--- config.mk ---
export PLATFORM = sky130hd
export DESIGN_NAME = demux14_stream_flat
export DESIGN_NICKNAME = d
export VERILOG_FILES = /design/src/rtl/demux14_stream_if.sv /design/src/rtl/demux14_stream.sv /design/src/flat_wrapper.sv
export SDC_FILE = /design/constraint.sdc
export NUM_CORES = 1
export LEC_CHECK = 0
export CORE_MARGIN = 2
export CORE_UTILIZATION = 30
export CTS_CLUSTER_SIZE = 20
export DETAILED_ROUTE_END_ITERATION = 10
export PLACE_DENSITY_LB_ADDON = 0.08
export SLEW_MARGIN = 20
export SYNTH_ARGS = -nofsm -noshare
export SYNTH_HDL_FRONTEND = slang
export SYNTH_SLANG_ARGS = --single-unit
export TNS_END_PERCENT = 100
--- constraint.sdc ---
create_clock -name clk -period 1.6 [get_ports clk]
set_input_delay 0.48 -clock clk [delete_from_list [all_inputs] [get_ports clk]]
set_output_delay 0.48 -clock clk [all_outputs]
set_load 0.05 [all_outputs]
--- src/rtl/demux14_stream_if.sv ---
// Stream bundle for the 1:4 demux: one select/valid/ready input channel
// and four packed valid/ready output channels with per-port delivery counts.
interface demux14_stream_if #(
   parameter int W     = 8,
   parameter int CNT_W = 8
);
   logic               s0;
   logic               s1;
   logic               in_valid;
   logic               in_ready;
   logic [W-1:0]       in_data;
   logic [3:0]         out_valid;
   logic [3:0]         out_ready;
   logic [4*W-1:0]     out_data;
   logic [4*CNT_W-1:0] out_cnt;

   modport master (
      output s0, s1, in_valid, in_data, out_ready,
      input  in_ready, out_valid, out_data, out_cnt
   );

   modport slave (
      input  s0, s1, in_valid, in_data, out_ready,
      output in_ready, out_valid, out_data, out_cnt
   );
endinterface

--- src/rtl/demux14_stream.sv ---
// Registered 1:4 stream demux routed by {s0,s1}; 1-cycle latency, one holding register per port.
// Backpressure: in_ready drops only when the selected port is full and its consumer is not draining.
module demux14_stream #(
   parameter int W     = 8,
   parameter int CNT_W = 8
) (
   input logic             clk,
   input logic             rst_n,
   demux14_stream_if.slave bus
);

   logic [1:0]       sel;
   logic             in_rdy;
   logic             accept;
   logic [3:0]       vld_q;
   logic [3:0]       vld_d;
   logic [W-1:0]     data_q [4];
   logic [W-1:0]     data_d [4];
   logic [CNT_W-1:0] cnt_q  [4];
   logic [CNT_W-1:0] cnt_d  [4];

   assign sel    = {bus.s0, bus.s1};
   // A full port can still take a word in the same cycle it hands one off.
   assign in_rdy = ~vld_q[sel] | bus.out_ready[sel];
   assign accept = bus.in_valid & in_rdy;

   assign bus.in_ready  = in_rdy;
   assign bus.out_valid = vld_q;

   always_comb begin
      vld_d  = vld_q;
      data_d = data_q;
      cnt_d  = cnt_q;
      for (int k = 0; k < 4; k++) begin
         if (vld_q[k] & bus.out_ready[k]) begin
            vld_d[k] = 1'b0;
            cnt_d[k] = cnt_q[k] + CNT_W'(1);
         end
         if (accept && (sel == 2'(k))) begin
            vld_d[k]  = 1'b1;
            data_d[k] = bus.in_data;
         end
      end
   end

   always_ff @(posedge clk or negedge rst_n) begin
      if (!rst_n) begin
         vld_q <= '0;
         for (int k = 0; k < 4; k++) begin
            data_q[k] <= '0;
            cnt_q[k]  <= '0;
         end
      end else begin
         vld_q  <= vld_d;
         data_q <= data_d;
         cnt_q  <= cnt_d;
      end
   end

   for (genvar g = 0; g < 4; g++) begin : g_pack
      assign bus.out_data[g*W +: W]        = data_q[g];
      assign bus.out_cnt[g*CNT_W +: CNT_W] = cnt_q[g];
   end

endmodule

--- src/flat_wrapper.sv ---
// flat-port wrapper written by rule: the top's interface ports become plain ports
module demux14_stream_flat 
#(
   parameter int W     = 8,
   parameter int CNT_W = 8
)
  (clk, rst_n, bus_s0, bus_s1, bus_in_valid, bus_in_data, bus_out_ready, bus_in_ready, bus_out_valid, bus_out_data, bus_out_cnt);
  demux14_stream_if #(.W(W), .CNT_W(CNT_W)) bus_i ();
  input logic clk;
  input logic rst_n;
  input wire logic [$bits(bus_i.s0)-1:0] bus_s0;
  input wire logic [$bits(bus_i.s1)-1:0] bus_s1;
  input wire logic [$bits(bus_i.in_valid)-1:0] bus_in_valid;
  input wire logic [$bits(bus_i.in_data)-1:0] bus_in_data;
  input wire logic [$bits(bus_i.out_ready)-1:0] bus_out_ready;
  output wire logic [$bits(bus_i.in_ready)-1:0] bus_in_ready;
  output wire logic [$bits(bus_i.out_valid)-1:0] bus_out_valid;
  output wire logic [$bits(bus_i.out_data)-1:0] bus_out_data;
  output wire logic [$bits(bus_i.out_cnt)-1:0] bus_out_cnt;
  assign bus_i.s0 = bus_s0;
  assign bus_i.s1 = bus_s1;
  assign bus_i.in_valid = bus_in_valid;
  assign bus_i.in_data = bus_in_data;
  assign bus_i.out_ready = bus_out_ready;
  assign bus_in_ready = bus_i.in_ready;
  assign bus_out_valid = bus_i.out_valid;
  assign bus_out_data = bus_i.out_data;
  assign bus_out_cnt = bus_i.out_cnt;
  demux14_stream #(.W(W), .CNT_W(CNT_W)) u_core (.clk(clk), .rst_n(rst_n), .bus(bus_i));
endmodule
After elaboration in Yosys (flattened, before gate mapping)
Index checks and enable logic that the tools add are counted.
Widths: inputs -> output; s select.
{ "op_classes": {"n_mux": 12, "eq_ne": 3, "n_lt_le_gt_ge": 1, "addsub": 4, "bitwise_logic": 7, "reduce_logical": 9} }
{ "ops": {"columns": ["operator", "n"], "rows": [
  ["$add 8x1->8 const B", 4],
  ["$mux 1", 10],
  ["$reduce_bool 2->1", 4],
  ["$and 1x1->1", 5],
  ["$bmux 1 s2", 2],
  ["$eq 2x2->1 const B", 2],
  ["$logic_and 1x1->1", 4],
  ["$lt 2x3->1 const B", 1],
  ["$eq 2x1->1 const B", 1],
  ["$logic_not 2->1", 1],
  ["$not 1->1", 1],
  ["$or 1x1->1", 1]
]} }
{ "totals": {"wordCells": 48, "ff_bits": 68, "out_inout_bits": 69, "inputBits": 17} }

Logic depth before layout (Yosys ltp)
Gate-level depths: netlist (run 1).
{ "logic_depth": {"ltp_word": 7, "depth_mapped": 4, "mapped_depth_nobuf": 4} }

Least setup slack after synthesis (run 1)
No wires, ideal clock.
{ "synth_timing": {"kind": "register -> output", "from": "register u_core.vld_q[3], in the netlist u_core.bus.out_valid[3]", "to": "output port bus_in_ready", "n_path_buf": 0, "required_time_ps": 1120, "path_slack_ps": -307, "t_arrival_ps": 1427, "stages_incl_launch_ff": 3, "path_cell_list": "dfrtp_1 -> nand2b_1 -> mux4_2"} }
{ "synth_via": {"elab_chain_cells": 4} }
{ "synth_rtl": {"columns": ["item", "line_no", "source"], "rows": [
  ["start, declared", "demux14_stream.sv:15", "logic [3:0] vld_q;"],
  ["start signal, assigned", "demux14_stream.sv:54", "vld_q <= vld_d;"],
  ["$bmux 1 s2", "demux14_stream.sv:24", "assign in_rdy = ~vld_q[sel] | bus.out_ready[sel];"],
  ["$mux 1 (not written as such)", "demux14_stream.sv:24", null],
  ["$not 1->1", "demux14_stream.sv:24", null],
  ["$or 1x1->1", "demux14_stream.sv:24", null],
  ["end, declared", "flat_wrapper.sv:16", "output wire logic [$bits(bus_i.in_ready)-1:0] bus_in_ready;"]
]} }
No other way between the ends. The select of a mux whose other input is x is not followed.

Worst setup path in the final report (run 1)
{ "layout_timing": {"from": "register u_core.vld_q[1], in the netlist u_core.bus.out_valid[1]", "to": "output port bus_in_ready"} }
Same word-level chain as after synthesis.

==> results of run 1 <==
-- registers in the layout, summed over array words and instances, names as in the netlist --
| name | flops |
|---|---|
| u_core.bus.out_cnt | 32 |
| u_core.bus.out_valid | 4 |
| u_core.bus.out_data | 32 |
-- cells in the final DEF, fill, tap and decap left out, types with 2 or more instances in the layout --
cell type / Yosys / routed
and2_1: 3 / 3
and3_1: 6 / 5
and4_1: 2 / 2
buf_12: 0 / 72
buf_2: 2 / 5
buf_4: 0 / 21
clkbuf_1: 2 / 2
clkbuf_8: 0 / 9
clkdlybuf4s50_1: 0 / 8
clkinv_2: 0 / 3
dfrtp_1: 68 / 64
dfrtp_2: 0 / 4
dlygate4sd2_1: 0 / 2
ha_1: 4 / 4
mux2_2: 36 / 36
nand2_1: 14 / 14
nand2b_4: 0 / 4
nand3_1: 2 / 2
nand4_1: 14 / 14
nor2_1: 2 / 2
xnor2_1: 24 / 24
xor2_1: 4 / 4
-- cell type report --
class	count	area share, %
clock buffer	11	2.70
clock inverter	5	1.08
inverter	1	0.0773
multi-input combinational	122	22.2
sequential	68	35.1
tap	108	2.78
timing repair buffer	110	36.0
-- per-stage QoR --
step	setup WS [ns]	hold slack (ns)	setup TNS, ns	total power [mW]
finish	-0.308	0.144	-0.308	7.79
global route	-0.364	0.169	-0.364	8.14
CTS	-0.327	0.162	-0.327	7.89
detailed placement	-0.651	0.525	-15.90	6.52
global placement	-0.661	0.520	-16.06	6.49
floorplan	-0.151	0.184	-0.151	4.34
-- worst max-delay path, delay by kind of cell (launching register included) --
family,cells,cell delay [ns]
DFF,1,0.39
muxes,1,0.48
buffers and inverters,1,0.17
and+or+nand+nor,1,0.06
-- report_power, final --
part | leakage (nW) | internal (mW) | switching, mW
combinational | 1.23 | 1.90 | 1.85
sequential | 0.840 | 2.11 | 0.585
clock | 0.0931 | 0.713 | 0.632
total | 2.17 | 4.72 | 3.07
-- worst paths after layout --
path / to / cells after the start / startpoint
min in group clk: u_core.bus.out_valid[1]$_DFFE_PN0P_ / 3 / bus_out_ready[1]
max in group asynchronous: u_core.bus.out_valid[1]$_DFFE_PN0P_ / 2 / rst_n
min reg2reg: u_core.bus.out_cnt[23]$_DFFE_PN0P_ / 1 / u_core.bus.out_cnt[23]$_DFFE_PN0P_
min: u_core.bus.out_cnt[16]$_DFFE_PN0P_ / 2 / rst_n
max: bus_in_ready / 3 / u_core.bus.out_valid[1]$_DFFE_PN0P_
max reg2reg: u_core.bus.out_data[21]$_DFFE_PN0P_ / 5 / u_core.bus.out_valid[2]$_DFFE_PN0P_
-- cell families after synthesis --
family,synth area share [%]
AND/OR/NAND/NOR,11.2
flip-flops,61.7
adder cells (fa/ha/maj),1.81
AO/OA/AOI/OAI,0.181
buffers and inverters,0.771
multiplexers,15.5
XOR/XNOR,8.89
-- metal layers --
layer | up-vias | share of wire (%) | GRT usage, %
met5 | - | 0 | 0
met4 | 0 | 1.5 | 4.74
met3 | 7 | 6.7 | 4.67
met2 | 48 | 51 | 20.9
met1 | 950 | 41 | 16.0
li1 | 911 | - | -
-- timing repair --
action / CTS / global route
pin swaps: 0 / 0
buffers inserted: 0 / 0
setup endpoints to repair: 33 / 33
resized for setup: 25 / 3
==> metrics.csv, run 1 <==
stage,metric,value,unit
sta,period_minus_slack,1.91,ns
sta,worstMarginPinSlew,0.365,ns
die,die-width,99.9,um
logic_synthesis,synth_most_common_cell,dfrtp_1,
logic_synthesis,synthTopCellsByArea,"dfrtp_1 (62%), mux2_2 (15%), xnor2_1 (7.6%), nand4_1 (3.2%), nand2_1 (1.9%)",
global_routing,grt_max_degree,69,
drt,detail_route.wl_per_cell,14.1,um
logic_synthesis,synth-edff-count,0,
logic_synthesis,async_flop_share,100,%
logic_synthesis,yosysTopAreaCellShare,61.7,%
die,coreArea,0.00881,mm^2
placement,dp_cells,409,
critical_path,crit_required,1.12,ns
finish,final_cells,425,
global_routing,grt.total_usage,12.9,%
critical_path,critPathKind,reg -> out,
critical_path,max_stage_delay,0.48,ns
cts,root_buffer,clkbuf_8,
cts,htreeDepth,3,
cts,cts_hold_buf,0,
critical_path,cp-start-kind,flop,
logic_synthesis,synth_flop_cell,dfrtp_1,
drt,drt_iter0_markers,26,
logic_synthesis,synth_cell_types,22,
sta,rsz0062_at_grt,true,
drt,routed_via_density,4.51,
power_and_ir_drop,p_leak,2.17,nW
cts,cts_buffer_depth,2,
logic_synthesis,ys.warnings.count,0,
finish,diodes,0,
finish,stdcell_area,0.00486,mm^2
sta,max_freq,0.524,GHz
placement,place_congestion,0.686,
drt,drc,0,
sta,finClkSkew,0.00836,ns
drt,vias,1916,
run_status,status,"complete, but fails checks",
worst_hold_path,hp-class,in -> async,
drt,wl,6.00,mm
run_status,violations,negative setup slack,
die,initial_core_util,31.3,%
finish,fill_cells,722,
global_routing,overflow,0,
finish,nets,333,
finish,drive_above_1_share,51.1,%
global_routing,grt_pass1_vias,2011,
logic_synthesis,syn_nets,216,
logic_synthesis,synth_area_leader_cell,dfrtp_1,
cts,cts_num_sinks,68,
die,chipHeight,99.9,um
placement,post-dp-hpwl,4.42,mm
critical_path,path_cells,"nand2b_4, mux4_2, buf_8",
sta,slew_violations,0,
logic_synthesis,seq_area_frac_synth,61.7,%
critical_path,crit_arrival,1.43,ns
logic_synthesis,synth_area,0.00276,mm^2
finish,area_growth,76.1,%
global_routing,antenna_found_initial,0,
finish,postLayoutCoreUtil,55.2,%
placement,portBuffers,85,
critical_path,worstPathMaxFanout,3,
finish,multi_input_comb_area,0.00108,mm^2
finish,regArea,0.00171,mm^2
logic_synthesis,yosys-top-cells-count,"dfrtp_1 (68), mux2_2 (36), xnor2_1 (24), nand2_1 (14), nand4_1 (14)",
die,ios,86,
drt,drtAntennaViolNets,0,
die,num_rows,34,
sta,finalWorstSetupSlack,-0.308,ns
die,die_area,0.00998,mm^2
sta,hold_violations,0,
cts,numCtsBuffers,9,
logic_synthesis,syn_inst,195,
critical_path,slowest_stage,mux4_2,
sta,setup_viol,1,
power_and_ir_drop,ir_worst_vdd,944,uV
drt,drt_pre_antenna_iters,4,
power_and_ir_drop,power_per_cell_area,1600,mW/mm^2
logic_synthesis,syn_area_per_cell,14.1,um^2
global_routing,grt_first_pass_wirelength,9.97,mm
cts,cts_tree,yes,
critical_path,r2r_slack,0.20,ns
placement,placed_cell_area,0.00464,mm^2
critical_path,end_kind,output pin,
sta,fin_crit_sh,119,%
cts,clk_pin_slew,0.08,ns
logic_synthesis,synth-seq-cells,68,
run,drv_cap,0,
cts,clock_latency,0.34,ns
sta,slew-limit-headroom,75.7,%
(Power assumes the default switching activity.)
==> inputs of run 2 (changes only) <==
- CTS_BUF_LIST: not set -> sky130_fd_sc_hd__clkbuf_8
==> run 2 against run 1 <==
  * Clock skew hardly changed
  * Critical path depth did not move
  * Die area unchanged
  * Non-clock buffer count unchanged
  * Sequential cell count stayed put
  * The flow still finishes with violations (negative setup slack)
  * Power down 0.15%
  * Hold slack about the same
  * Largest power group unchanged
  * Clock power about the same
  * Design area stayed put
==> metrics.csv, run 2 (synthesis gave the netlist of run 1 again) <==
stage,metric,value,unit
run_status,status,"complete, but fails checks",
run_status,violations,negative setup slack,
sta,period_minus_slack,1.91,ns
critical_path,cp-start-kind,flop,
power_and_ir_drop,sequentialPowerShare,34.7,%
cts,cts_hold_buf,0,
sta,rsz0062_at_grt,true,
sta,setup_viol,1,
cts,cts_num_sinks,68,
sta,tns,-0.308,ns
cts,clock_latency,0.34,ns
sta,hold_violations,0,
placement,place_congestion,0.686,
critical_path,crit_required,1.12,ns
critical_path,worstRegToRegCells,5,
drt,maxUsedRoutingLayer,met4,
drt,wl_met1,2.47,mm
placement,placed_cell_area,0.00464,mm^2
drt,detail_route.wl_per_cell,14.1,um
drt,routed_via_density,4.51,
die,die-width,99.9,um
global_routing,grt_pass1_vias,2011,
finish,nets,333,
drt,wl_met2,3.04,mm
die,chipHeight,99.9,um
worst_hold_path,hp-class,in -> async,
sta,fin_crit_sh,119,%
finish,diodes,0,
power_and_ir_drop,power_per_cell_area,1600,mW/mm^2
cts,cts_tree,yes,
global_routing,grt_first_pass_wirelength,9.97,mm
cts,post_cts_buffers,0,
critical_path,cp_num_cells,3,
critical_path,path_buf_inv,1,
critical_path,path_cells,"nand2b_4, mux4_2, buf_8",
drt,wl_met3,404,um
critical_path,end_kind,output pin,
power_and_ir_drop,switching_share,39.5,%
sta,finClkSkew,0.00873,ns
drt,drt_pre_antenna_iters,4,
critical_path,worstPathMaxFanout,3,
critical_path,critPathKind,reg -> out,
cts,htreeDepth,3,
global_routing,overflow,0,
drt,wl,6.00,mm
sta,slew_violations,0,
power_and_ir_drop,clockPowerShare,17.1,%
critical_path,slowest_stage,mux4_2,
global_routing,antenna_found_initial,0,
power_and_ir_drop,p_leak,2.17,nW
finish,area_growth,76.1,%
finish,stdcell_area,0.00486,mm^2
die,num_rows,34,
drt,drtAntennaViolNets,0,
power_and_ir_drop,intPower,4.71,mW
critical_path,crit_arrival,1.43,ns
critical_path,max_stage_delay,0.48,ns
sta,slew-limit-headroom,75.7,%
die,ios,86,
sta,max_freq,0.524,GHz
sta,finalWorstSetupSlack,-0.308,ns
power_and_ir_drop,power,7.78,mW
global_routing,grt.total_usage,12.9,%
power_and_ir_drop,ir_worst_vdd,944,uV
cts,clk_pin_slew,0.08,ns
placement,post-dp-hpwl,4.42,mm
cts,root_buffer,clkbuf_8,
drt,vias,1916,
power_and_ir_drop,p_comb_share,48.2,%
drt,drc,0,
die,initial_core_util,31.3,%
critical_path,crit_family,multiplexers,
finish,drive_above_1_share,51.1,%
die,coreArea,0.00881,mm^2
cts,cts_buffer_depth,2,
placement,place_ws,-0.651,ns
finish,final_common_cell,buf_12,
sta,worstMarginPinSlew,0.365,ns
run,drv_cap,0,
cts,numCtsBuffers,9,
power_and_ir_drop,p_switching,3.07,mW
drt,drt_iter0_markers,26,
placement,portBuffers,85,
die,die_area,0.00998,mm^2
global_routing,grt_max_degree,69,
finish,final_cell_mix,"buf_12 (72), dfrtp_1 (64), mux2_2 (36), xnor2_1 (24), buf_4 (21)",
-- run 2: worst paths after layout --
| check | start | endpoint | slack (ns) |
|---|---|---|---|
| min reg2reg | u_core.bus.out_cnt[23]$_DFFE_PN0P_ | u_core.bus.out_cnt[23]$_DFFE_PN0P_ | 0.53 |
| max | u_core.bus.out_valid[1]$_DFFE_PN0P_ | bus_in_ready | -0.31 |
| max in group asynchronous | rst_n | u_core.bus.out_valid[1]$_DFFE_PN0P_ | 1.13 |
| min | rst_n | u_core.bus.out_cnt[16]$_DFFE_PN0P_ | 0.14 |
| max reg2reg | u_core.bus.out_valid[2]$_DFFE_PN0P_ | u_core.bus.out_data[21]$_DFFE_PN0P_ | 0.20 |
| min in group clk | bus_out_ready[1] | u_core.bus.out_valid[1]$_DFFE_PN0P_ | 0.47 |
-- run 2: layer usage --
metal	up-vias	track usage [%]
li1	911	-
met5	-	0
met1	950	16.0
met2	48	20.9
met3	7	4.67
met4	0	4.74
-- run 2: repair_timing --
action,CTS,global route
resized for setup,25,3
gates cloned,0,0
endpoints found under the setup margin,33,33
-- run 2: power groups by stage --
stage / Sequential, mW / Combinational (mW) / Clock [mW]
2_1_floorplan: 3.85 / 0.487 / 0
3_3_place_gp: 2.72 / 3.76 / 0
3_5_place_dp: 2.74 / 3.78 / 0
4_1_cts: 2.71 / 3.79 / 1.38
5_1_grt: 2.77 / 3.90 / 1.46
6_report: 2.70 / 3.75 / 1.33
-- run 2: stage by stage --
step	util [%]	hold WS (ns)	instances
floorplan	-	0.184	195
global placement	52.7	0.520	409
detailed placement	52.7	0.525	409
CTS	55.0	0.162	425
global route	55.2	0.169	425
finish	55.2	0.144	425
-- run 2: cell type report --
cell class,instances,area [um^2]
flip-flops and latches,68,1710
inverters,1,3.75
clock buffers,9,124
repair buffers,110,1750
multi-input cells,122,1080
clock inverters,7,60.1
fillers,722,3950
well taps,108,135
==> inputs of run 3 (changes only) <==
- MAX_ROUTING_LAYER: not set -> met4
- RECOVER_POWER: not set -> 100
- clock period: 1.6 -> 2.1 ns (I/O delays scaled with it)
==> run 3 against run 2 <==
  * Non-clock buffer count fell by 8
  * Sequential cell count did not move
  * Die area did not move
  * Clock skew fell by 0.0015 ns
  * Setup slack improved by 0.25 ns
  * Final cell count fell by 1.9%
  * Global-route usage rose by 0.61 points
  * Power fell by 40%
  * Critical path type is now in -> out
  * The flow finishes with violations (max-capacitance violations, max-slew violations, negative setup slack)
  * Largest cell class is now flip-flops and latches
==> metrics.csv, run 3 (synthesis gave the netlist of run 1 again) <==
stage,metric,value,unit
finish,area_growth,31.4,%
finish,drive_above_1_share,28.8,%
finish,fill_cells,934,
drt,wl_met1,2.61,mm
finish,nets,325,
die,ios,86,
placement,place_congestion,0.715,
drt,drc,0,
die,num_rows,34,
critical_path,end_kind,output pin,
critical_path,worstPathMaxFanout,3,
sta,rsz0062_at_grt,true,
finish,stdcell_area,0.00363,mm^2
drt,maxUsedRoutingLayer,met4,
critical_path,timing.rr.start,u_core.bus.out_valid[2]$_DFFE_PN0P_,
global_routing,grt.total_usage,13.6,%
sta,period_minus_slack,2.15,ns
cts,numCtsBuffers,9,
cts,cts_tree,yes,
drt,drt_pre_antenna_iters,4,
run,drv_cap,1,
sta,max_freq,0.464,GHz
drt,drt_iter0_markers,40,
critical_path,crit_end,bus_in_ready,
cts,clock_latency,0.34,ns
critical_path,worstRegToRegCells,5,
global_routing,grt_max_degree,69,
worst_hold_path,hp-class,reg -> reg,
finish,diodes,0,
drt,wl,6.04,mm
critical_path,r2r_slack,0.42,ns
sta,setup_viol,1,
sta,hold_violations,0,
critical_path,reg2reg_to,u_core.bus.out_data[21]$_DFFE_PN0P_,
critical_path,crit_arrival,1.52,ns
cts,clk_pin_slew,0.07,ns
sta,holdWs,0.466,ns
power_and_ir_drop,ir_worst_vdd,506,uV
finish,final_common_cell,dfrtp_1,
sta,worstMarginPinSlew,1.50,ns
drt,drtAntennaViolNets,0,
critical_path,cp-start-kind,input port,
sta,tns,-0.0535,ns
run_status,violations,"max-capacitance violations, max-slew violations, negative setup slack",
cts,htreeDepth,3,
placement,portBuffers,85,
finish,final_cell_mix,"dfrtp_1 (66), clkbuf_1 (62), mux2_2 (36), xnor2_1 (24)",
placement,placed_cell_area,0.00371,mm^2
global_routing,grt_pass1_vias,2046,
global_routing,overflow,0,
cts,cts_num_sinks,68,
run_status,status,"complete, but fails checks",
critical_path,crit_required,1.47,ns
die,chipHeight,99.9,um
die,die-width,99.9,um
drt,wl_met3,439,um
global_routing,antenna_found_initial,0,
sta,slew_violations,68,
cts,cts_buffer_depth,2,
sta,finalWorstSetupSlack,-0.0535,ns
drt,detail_route.wl_per_cell,14.5,um
critical_path,crit_start,bus_out_ready[3],
drt,vias,1917,
die,initial_core_util,31.3,%
sta,fin_crit_sh,103,%
global_routing,grt_first_pass_wirelength,10.1,mm
drt,wl_met2,2.89,mm
power_and_ir_drop,p_leak,1.57,nW
power_and_ir_drop,power_per_cell_area,1290,mW/mm^2
die,die_area,0.00998,mm^2
critical_path,critPathKind,in -> out,
sta,finClkSkew,0.00727,ns
sta,slew-limit-headroom,-0.177,%
cts,root_buffer,clkbuf_8,
drt,routed_via_density,4.60,
die,coreArea,0.00881,mm^2
placement,post-dp-hpwl,4.27,mm
==> run 3: cell type report <==
| cell class | count | area, um^2 | area share, % |
|---|---|---|---|
| Clock buffer | 9 | 124 | 3.42 |
| Clock inverter | 7 | 43.8 | 1.21 |
| Inverter | 1 | 3.75 | 0.104 |
| Multi-Input combinational cell | 122 | 1050 | 29.1 |
| Sequential cell | 68 | 1700 | 47.0 |
| Tap cell | 108 | 135 | 3.73 |
| Timing Repair Buffer | 102 | 561 | 15.5 |
==> run 3: metal layers <==
metal  up-vias  GRT usage, %
li1        896             -
met4         0          5.69
met3         8          5.08
met1       951          15.9
met2        62          21.0
met5         -             -
==> run 3: critical path, cell delays in order <==
cell	delay, ns
buf_6	0.09
nand2b_4	0.14
mux4_2	0.49
buf_8	0.17
==> run 3: how the worst min path moves through the flow <==
| stage | to | start | slack, ns | cells past startpoint |
|---|---|---|---|---|
| global route | u_core.bus.out_cnt[23]$_DFFE_PN0P_ | u_core.bus.out_cnt[23]$_DFFE_PN0P_ | 0.49 | 1 |
| detailed placement | u_core.bus.out_cnt[31]$_DFFE_PN0P_ | u_core.bus.out_cnt[31]$_DFFE_PN0P_ | 0.47 | 1 |
| global placement | u_core.bus.out_cnt[23]$_DFFE_PN0P_ | u_core.bus.out_cnt[23]$_DFFE_PN0P_ | 0.46 | 1 |
| CTS | u_core.bus.out_data[9]$_DFFE_PN0P_ | rst_n | 0.31 | 2 |
| floorplan | u_core.bus.out_cnt[0]$_DFFE_PN0P_ | rst_n | 0.33 | 0 |
| finish | u_core.bus.out_cnt[31]$_DFFE_PN0P_ | u_core.bus.out_cnt[31]$_DFFE_PN0P_ | 0.47 | 1 |
==> run 3: per-stage QoR <==
| step | worst slack (ns) | instances | utilization (%) | total power, mW |
|---|---|---|---|---|
| 3_5_place_dp | -0.492 | 399 | 42.2 | 4.06 |
| 2_1_floorplan | 0.0427 | 195 | - | 3.30 |
| 4_1_cts | -0.0633 | 416 | 44.5 | 5.02 |
| 5_1_grt | -0.0730 | 417 | 41.2 | 4.94 |
| 3_3_place_gp | -0.500 | 399 | 42.2 | 4.04 |
| 6_report | -0.0535 | 417 | 41.2 | 4.68 |
==> run 3: report_power, final <==
part | switching, mW | total (mW) | internal [mW] | leakage (nW)
Clock | 0.512 | 0.933 | 0.421 | 0.0848
Combinational | 1.40 | 1.84 | 0.438 | 0.644
Sequential | 0.291 | 1.90 | 1.61 | 0.842
Total | 2.21 | 4.68 | 2.47 | 1.57
==> run 3: what timing repair did <==
| item | 4_1_cts | 5_1_grt |
|---|---|---|
| hold buffers | 0 | 0 |
| gates resized for setup | 29 | 1 |
| hold endpoints to repair | 0 | 0 |
| setup buffers | 1 | 1 |
| setup endpoints to repair | 1 | 1 |
